**src/rtl/mul_pkg.sv**
```systemverilog
// Shared definitions for the sequential shift-add multiplier: FSM state
// encoding and the start-to-done latency used by stall logic.
package mul_pkg;

    // Controller states. IDLE waits for Start, CALC retires BPC multiplier
    // bits per edge, FIX applies the sign correction and publishes Produto.
    typedef enum logic [1:0] {
        ST_IDLE = 2'd0,
        ST_CALC = 2'd1,
        ST_FIX  = 2'd2
    } mul_state_e;

    // Edges from the accepting Start edge to the edge that raises Done.
    function automatic int mul_latency(input int width, input int bpc);
        return (width / bpc) + 1;
    endfunction

    // Counter width able to hold the step count WIDTH/BPC.
    function automatic int mul_count_width(input int width, input int bpc);
        return $clog2((width / bpc) + 1);
    endfunction

endpackage

```
**src/rtl/mul_pp_adder.sv**
```systemverilog
// One shift-add step: forms the partial product |A| x digit, where digit is
// the next BPC multiplier bits, and adds it to the accumulator upper half.
module mul_pp_adder
    import mul_pkg::*;
#(
    parameter int WIDTH = 16,
    parameter int BPC   = 2
) (
    input  logic [WIDTH-1:0]     mcand_i,
    input  logic [BPC-1:0]       digit_i,
    input  logic [WIDTH+BPC-1:0] acc_hi_i,
    output logic [WIDTH+BPC-1:0] sum_o
);

    logic [WIDTH+BPC-1:0] mcand_ext;
    logic [WIDTH+BPC-1:0] digit_ext;
    logic [WIDTH+BPC-1:0] pp;

    // Both operands are widened to the partial-product width so the product
    // of a WIDTH-bit magnitude and a BPC-bit digit is never truncated. The
    // incoming upper half is always below 2^WIDTH, so the sum also fits.
    always_comb begin
        mcand_ext = {{BPC{1'b0}}, mcand_i};
        digit_ext = {{WIDTH{1'b0}}, digit_i};
        pp        = mcand_ext * digit_ext;
        sum_o     = acc_hi_i + pp;
    end

endmodule

```
**src/rtl/multiplicador_seq.sv**
```systemverilog
// Sequential shift-add multiplier, signed or unsigned, retiring BPC
// multiplier bits per clock.
//
// Handshake: Start is sampled only while idle (Busy low); an accepted Start
// captures both operands and Signed, and raises Busy on that same edge.
// Start seen while Busy is dropped, never queued. Busy falls on the edge
// that raises Done; Done is a one-cycle pulse and Produto holds the result
// until the next completion. Start high during the Done cycle is accepted.
module multiplicador_seq
    import mul_pkg::*;
#(
    parameter int WIDTH = 16,
    parameter int BPC   = 2
) (
    input  logic                 Clk,
    input  logic                 Reset,
    input  logic                 Start,
    input  logic                 Signed,
    input  logic [WIDTH-1:0]     Multiplicando,
    input  logic [WIDTH-1:0]     Multiplicador,
    output logic                 Busy,
    output logic                 Done,
    output logic [2*WIDTH-1:0]   Produto,
    output logic [1:0]           dbg_state_o
);

    localparam int N  = WIDTH / BPC;
    localparam int CW = mul_count_width(WIDTH, BPC);

    // Reject configurations the datapath cannot support.
    if ((BPC != 1 && BPC != 2 && BPC != 4) || WIDTH < 4 || (WIDTH % BPC) != 0) begin : g_param_check
        $error("multiplicador_seq: WIDTH must be >= 4 and divisible by BPC, BPC in {1,2,4}");
    end

    mul_state_e             state_q;
    logic [WIDTH-1:0]       mcand_q;
    logic [WIDTH-1:0]       mplier_q;
    logic [WIDTH+BPC-1:0]   acc_hi_q;
    logic                   neg_q;
    logic [CW-1:0]          count_q;
    logic                   busy_q;
    logic                   done_q;
    logic [2*WIDTH-1:0]     prod_q;

    logic [WIDTH-1:0]       mag_a;
    logic [WIDTH-1:0]       mag_b;
    logic                   neg_d;
    logic [WIDTH+BPC-1:0]   sum_hi;
    logic [WIDTH+BPC-1:0]   acc_hi_d;
    logic [WIDTH-1:0]       mplier_d;
    logic [2*WIDTH-1:0]     acc_full;
    logic [2*WIDTH-1:0]     prod_d;

    // Operand magnitudes for capture. The magnitude of the most negative
    // value, 2^(WIDTH-1), is still representable as a WIDTH-bit unsigned.
    always_comb begin
        mag_a = Multiplicando;
        mag_b = Multiplicador;
        if (Signed && Multiplicando[WIDTH-1]) begin
            mag_a = WIDTH'(0) - Multiplicando;
        end
        if (Signed && Multiplicador[WIDTH-1]) begin
            mag_b = WIDTH'(0) - Multiplicador;
        end
        neg_d = Signed & (Multiplicando[WIDTH-1] ^ Multiplicador[WIDTH-1]);
    end

    mul_pp_adder #(
        .WIDTH (WIDTH),
        .BPC   (BPC)
    ) u_pp_adder (
        .mcand_i  (mcand_q),
        .digit_i  (mplier_q[BPC-1:0]),
        .acc_hi_i (acc_hi_q),
        .sum_o    (sum_hi)
    );

    // Shift the {upper, multiplier} pair right by BPC after the add; the
    // low bits of the sum drop into the vacated top of the multiplier
    // register, which therefore ends up holding the product's lower half.
    always_comb begin
        acc_hi_d = {{BPC{1'b0}}, sum_hi[WIDTH+BPC-1:BPC]};
        mplier_d = {sum_hi[BPC-1:0], mplier_q[WIDTH-1:BPC]};
        acc_full = {acc_hi_q[WIDTH-1:0], mplier_q};
        prod_d   = neg_q ? ((2*WIDTH)'(0) - acc_full) : acc_full;
    end

    // Controller: operand capture, step counting, sign fix and registered
    // Busy/Done/Produto. Reset discards any product in flight.
    always_ff @(posedge Clk or negedge Reset) begin
        if (!Reset) begin
            state_q  <= ST_IDLE;
            mcand_q  <= '0;
            mplier_q <= '0;
            acc_hi_q <= '0;
            neg_q    <= 1'b0;
            count_q  <= '0;
            busy_q   <= 1'b0;
            done_q   <= 1'b0;
            prod_q   <= '0;
        end else begin
            done_q <= 1'b0;
            case (state_q)
                ST_IDLE: begin
                    if (Start) begin
                        mcand_q  <= mag_a;
                        mplier_q <= mag_b;
                        neg_q    <= neg_d;
                        acc_hi_q <= '0;
                        count_q  <= CW'(N);
                        busy_q   <= 1'b1;
                        state_q  <= ST_CALC;
                    end
                end
                ST_CALC: begin
                    acc_hi_q <= acc_hi_d;
                    mplier_q <= mplier_d;
                    count_q  <= count_q - CW'(1);
                    if (count_q == CW'(1)) begin
                        state_q <= ST_FIX;
                    end
                end
                ST_FIX: begin
                    prod_q  <= prod_d;
                    done_q  <= 1'b1;
                    busy_q  <= 1'b0;
                    state_q <= ST_IDLE;
                end
                default: begin
                    busy_q  <= 1'b0;
                    state_q <= ST_IDLE;
                end
            endcase
        end
    end

    assign Busy        = busy_q;
    assign Done        = done_q;
    assign Produto     = prod_q;
    assign dbg_state_o = state_q;

endmodule
```
**config.mk**
```make
export PLATFORM = sky130hd
export DESIGN_NAME = multiplicador_seq
export DESIGN_NICKNAME = d
export VERILOG_FILES = /design/src/rtl/mul_pkg.sv /design/src/rtl/mul_pp_adder.sv /design/src/rtl/multiplicador_seq.sv
export SDC_FILE = /design/constraint.sdc
export NUM_CORES = 1
export LEC_CHECK = 0
export BUFFER_PORTS_ARGS = -buffer_cell sky130_fd_sc_hd__buf_2
export CAP_MARGIN = 20
export CORE_ASPECT_RATIO = 0.5
export CORE_MARGIN = 8
export CORE_UTILIZATION = 40
export DETAILED_ROUTE_END_ITERATION = 8
export PLACE_DENSITY = 0.59
export SLEW_MARGIN = 20
export SYNTH_ARGS = -nofsm -noshare
export SYNTH_HDL_FRONTEND = slang
export SYNTH_SLANG_ARGS = --single-unit
export TNS_END_PERCENT = 20
```
**constraint.sdc**
```tcl
create_clock -name Clk -period 8.95 [get_ports Clk]
set_clock_uncertainty 0.2 [all_clocks]
set_input_delay 0.895 -clock Clk [delete_from_list [all_inputs] [get_ports Clk]]
set_output_delay 0.895 -clock Clk [all_outputs]
set_load 0.02 [all_outputs]
```
==> metrics.txt, run 1 <==
status completed; Mean Syn Cell Area between 8 and 9 µm²; reg2reg start mplier_q[1]; Fmax between 0.2 and 0.3 GHz; count of pins over their slew limit 0; worst skew pair latency 0.34 ns; Core Rows 32; WL/cell 16.1 µm; ANT nets after route 0; CTS tree done; Post-Syn Instances roughly 700; unrepaired setup endpoints after global routing false; hold buffers post-CTS 0; IO Pins 72; Max VDD drop 142 µV; final antenna diode count 0; Period Utilization, post-route 40.6%; ranking of synthesized cells by area dfrtp_1 (36%), o21ai_0 (6.6%), nand2_1 (6.4%); Max Root-Sink Buffers 2; max cap viols 0; commonest cells after routing, fill and taps aside nand2_1 (104), dfrtp_1 (88), o21ai_0 (81); Yosys top cell by area dfrtp_1; Yosys reg bits a little under 90; LEAKAGE 3.15 nW; share of cells above drive strength 1 between 10% and 20%; DP HPWL around 12 mm; initial antenna violation count 0; Seq/Total Area, Yosys approximately 36%; Setup Buffers After CTS 0; Starting Density about two fifths; post_cts resized 0; syn nets slightly below 800; pre-CTS WS roughly 5.4 ns; Overflow after GRT 0; TritonCTS buffer count 9; via count between 5000 and 6000; CP arrival about 3.7 ns; Layout area overhead 12.7%; htree depth 3; leading register cell type out of synthesis dfrtp_1; HP Class in2async; core area ~15000 µm²; die width 191 µm; Post-synth ARST share between 90% and 100%; setup_tns 0 ns; Die Ht around 100 µm; Yosys warnings 0; Slew HR between 30% and 40%; Worst Setup SP mplier_q[1]; Initial DRC Count about 280; vias per inst approximately 5.2; Setup crit start kind flip-flop; largest net degree at the start of global routing 72; die outline area between 15000 and 20000 µm²; Residual DRC 0; GRT Total Usage around 16%; Worst setup EP type flip-flop; worst setup margin 5.31 ns; Yosys cell types 54; fin nets about 830; P per Cell Area around 400 nW/µm²; Crit Path Category reg2reg; CTS Root Cell clkbuf_16; measured slew at the worst slew-check pin approximately 0.93 ns; vias in the first global route 4982; clock-pin slew on the worst setup and hold paths 0.07 ns; Pre-antenna DRT Iters 5; PortBufs 71; most common cell after layout, fill and taps aside nand2_1; top-area cell type share of the netlist area about 36%; Fin. Hold Viols 0; Post-Syn Area 6120 µm²; Period minus WS final approximately 3.6 ns; CP required 9.01 ns; final setup violation count 0; clk sink count 89; global placer's final weighted congestion slightly below 0.9; first-pass GRT wire length about 26 mm; Max FO, Critical Path 20; Post-synth EDFFs 0; final WL 15.6 mm
-- per-stage QoR --
stage / hold WS, ns / power, mW / std cells / utilization [%] / area [µm²]
finish: 0.218 / 2.70 / 969 / 45.5 / 6900
global route: 0.226 / 2.98 / 969 / 45.5 / 6900
CTS: 0.216 / 2.72 / 969 / 45.4 / 6890
detailed placement: 0.266 / 2.35 / 953 / 43.6 / 6620
global placement: 0.257 / 2.32 / 953 / 43.6 / 6620
floorplan: 0.256 / 1.94 / 714 / - / 6120
-- cell usage after synthesis, types with 13 or more instances --
| cell type | number |
|---|---|
| xnor2_1 | 37 |
| nor2_1 | 27 |
| nand2_1 | 104 |
| a22oi_1 | 13 |
| nand3_1 | 26 |
| ha_1 | 22 |
| dfrtp_1 | 89 |
| o31ai_1 | 15 |
| fa_1 | 16 |
| a21oi_1 | 23 |
| clkbuf_1 | 36 |
| inv_1 | 59 |
| xor2_1 | 26 |
| o21ai_0 | 81 |
-- cell families after synthesis --
logic type / count (synthesis) / synth area share, %
xor+xnor: 63 / 9.01
mux: 6 / 1.00
buf+inv: 99 / 6.07
fa+ha+maj: 38 / 9.73
flops: 89 / 36.4
simple gates: 228 / 17.8
compound gates: 191 / 20.0
-- cell type report --
cell class | instances | area (µm²)
clock buffer | 10 | 229
multi-input combinational | 526 | 3530
inverter | 59 | 221
sequential | 89 | 2230
timing repair buffer | 75 | 388
fill | 1493 | 8280
tap | 204 | 255
clock inverter | 6 | 42.5
-- critical path, stage by stage (launching register included) --
cell and delay [ns]:
dfrtp_1 0.63, and2_1 0.28, fa_1 0.52, ha_1 0.21, inv_1 0.07, fa_1 0.39
nor2b_1 0.17, o2111ai_1 0.28, a211oi_1 0.34, mux2_2 0.37, o211ai_1 0.09
-- state kept, by name, indices dropped and copies added (netlist names) --
name	cells
dbg_state_o	2
acc_hi_q	16
neg_q	1
mplier_q	16
count_q	4
Busy	1
mcand_q	16
Produto	32
Done	1
-- metal layers --
| layer | GRT usage (%) | up-vias | part of all wire, % |
|---|---|---|---|
| met5 | 0 | - | 0 |
| met4 | 4.68 | 0 | 0.97 |
| met3 | 3.05 | 12 | 5.2 |
| met2 | 25.7 | 117 | 42 |
| met1 | 23.1 | 2388 | 52 |
| li1 | - | 2553 | - |
-- final timing paths --
path	cells past startpoint	slack (ns)	end
max	10	5.31	acc_hi_q[9]
min	1	0.22	mcand_q[0]
max reg2reg	10	5.31	acc_hi_q[9]
min reg2reg	2	0.27	Produto[15]
max in group asynchronous	2	7.12	neg_q
min in group Clk	2	0.27	Produto[15]
-- power breakdown --
group | switching (mW) | leakage [nW] | total, mW | internal (mW)
clock | 0.164 | 0.129 | 0.353 | 0.189
sequential | 0.214 | 1.09 | 0.804 | 0.590
combinational | 0.914 | 1.94 | 1.54 | 0.630
total | 1.29 | 3.15 | 2.70 | 1.41
Note: power is estimated with default switching activity, not from simulation.
==> inputs of run 2 (changes only) <==
==> constraint.sdc (replaced) <==
create_clock -name Clk -period 3.53 [get_ports Clk]
set_clock_uncertainty 0.2 [all_clocks]
set_input_delay 0.353 -clock Clk [delete_from_list [all_inputs] [get_ports Clk]]
set_output_delay 0.353 -clock Clk [all_outputs]
set_load 0.02 [all_outputs]
==> metrics.txt, run 2 (synthesis gave the netlist of run 1 again) <==
fin nets between 800 and 900; vias in the first global route around 5000; Fin. Hold Viols 0; share of cells above drive strength 1 about 15%; HP Start Multiplicador[12]; Min Hold Slack between 0.1 and 0.15 ns; Overflow after GRT 0; Net Sw Frac 47.2%; die outline area ~20000 µm²; Clk network pwr share ~14%; initial antenna violation count 0; final antenna diode count 0; combinational share of power between 50 and 60%; clock-pin slew on the worst setup and hold paths ~0.060 ns; ANT nets after route 0; critical path's largest stage delay between 0.5 and 0.6 ns; worst skew pair latency 0.34 ns; Layout area overhead 15.0%; TritonCTS buffer count 9; PortBufs a little over 70; Starting Density 40.3%; register share of total power between 20 and 30%; Initial DRC Count about 280; CTS tree done; Residual DRC 0; unrepaired setup endpoints after global routing false; Max Root-Sink Buffers 2; count of pins over their slew limit 0; P per Cell Area between 1000 and 1500 nW/µm²; final total power between 7 and 8 mW; crit-path cells and2_1 > fa_1 > ha_1 > inv_1 > fa_1 > nor2b_1 > o2111ai_2 > a211oi_1 > mux2_2 > o211ai_1; final setup violation count 0; clk sink count between 80 and 90; most common cell after layout, fill and taps aside nand2_1; Setup Buffers After CTS 0; CP arrival approximately 3.4 ns; Bufs and invs on worst path 1; measured slew at the worst slew-check pin 0.951 ns; global placer's final weighted congestion approximately 0.88; Slew HR approximately 37%; Pre-antenna DRT Iters 5; Core Rows 32; status completed; commonest cells after routing, fill and taps aside nand2_1 (104), dfrtp_1 (88), o21ai_0 (81); max cap viols 0; Fmax 0.301 GHz; reg2reg start mplier_q[1]; LEAKAGE approximately 3.2 nW; CP required ~3.6 ns; first-pass GRT wire length roughly 27 mm; IO Pins between 70 and 80; Die Ht just over 100 µm; via count 5189; HP Class in2reg; htree depth 3; Max FO, Critical Path 11; Period minus WS final roughly 3.3 ns; GRT Total Usage 17.1%; core area 15200 µm²; CP max-delay cell fa_1; Cell Int Power 3.74 mW; final WL roughly 16 mm; Worst Setup SP mplier_q[1]; Max VDD drop between 300 and 400 µV; Worst setup EP type flip-flop; Net Switching approximately 3.3 mW; max reg flops 32; die width 191 µm; WL/cell ~16 µm; DP HPWL 12.3 mm; vias per inst roughly 5.3; delay-heaviest family, CP adder cells; largest net degree at the start of global routing 81; CTS Root Cell clkbuf_16; final core utilization between 40% and 50%; Period Utilization, post-route approximately 94%; setup_tns 0 ns; Setup crit start kind flip-flop; cell mode on critical path fa_1; Crit Path Category reg2reg
## run 2: cell count changes in the layout (fill, tap and decap cells not counted), sizes merged
cell,delta
dlygate4sd3,+1
clkinvlp,+1
bufinv,+1
buf,+10
clkbuf,+1
clkinv,-3
inv,-1
## run 2: per-layer routing
metal | GRT usage (%) | vias to the layer above | wire (µm)
met5 | 0 | - | 0
met4 | 4.62 | 0 | 177
met3 | 2.95 | 13 | 850
met2 | 25.4 | 139 | 6620
met1 | 25.3 | 2453 | 8500
li1 | - | 2584 | -
## run 2: through the flow
step	worst slack [ns]	cells	area [µm²]
global route	0.0271	979	7040
CTS	0.149	978	7010
floorplan	0.229	714	6120
finish	0.203	979	7040
global placement	0.232	963	6710
detailed placement	0.188	963	6710
## run 2: timing repair
action                                  4_1_cts  5_1_grt
gates resized for setup                       0        1
hold buffers                                  0        1
hold endpoints to repair                      0       78
endpoints found under the setup margin        0        2
## run 2: worst reg2reg max path: stages (launching register included)
cell and delay [ns]:
dfrtp_1 0.49, and2_1 0.21, fa_1 0.51, ha_1 0.19
inv_1 0.06, fa_1 0.40, nor2b_1 0.20, o2111ai_2 0.20
a211oi_1 0.33, mux2_2 0.37, o211ai_1 0.08
## run 2: layout make-up
cell class / instances / area (µm²)
fill: 1531 / 8140
multi-input combinational: 526 / 3540
sequential: 89 / 2230
timing repair buffer: 86 / 489
tap: 204 / 255
clock buffer: 11 / 253
inverter: 59 / 221
clock inverter: 4 / 52.6
## run 2: power by group through the flow
stage / registers [mW] / logic [mW] / clock network (mW)
global placement: 2.01 / 4.03 / 0
floorplan: 2.01 / 2.92 / 0
CTS: 2.01 / 4.08 / 1.01
finish: 2.01 / 4.10 / 0.981
detailed placement: 2.03 / 4.05 / 0
global route: 2.09 / 4.63 / 1.05
## run 2: final timing paths
path | depth (start not counted) | end | slack [ns]
max | 10 | acc_hi_q[9] | 0.20
min | 3 | mplier_q[12] | 0.11
max reg2reg | 10 | acc_hi_q[9] | 0.20
min reg2reg | 2 | Produto[18] | 0.27
max in group asynchronous | 3 | acc_hi_q[14] | 2.11
min in group asynchronous | 2 | mcand_q[0] | 0.40
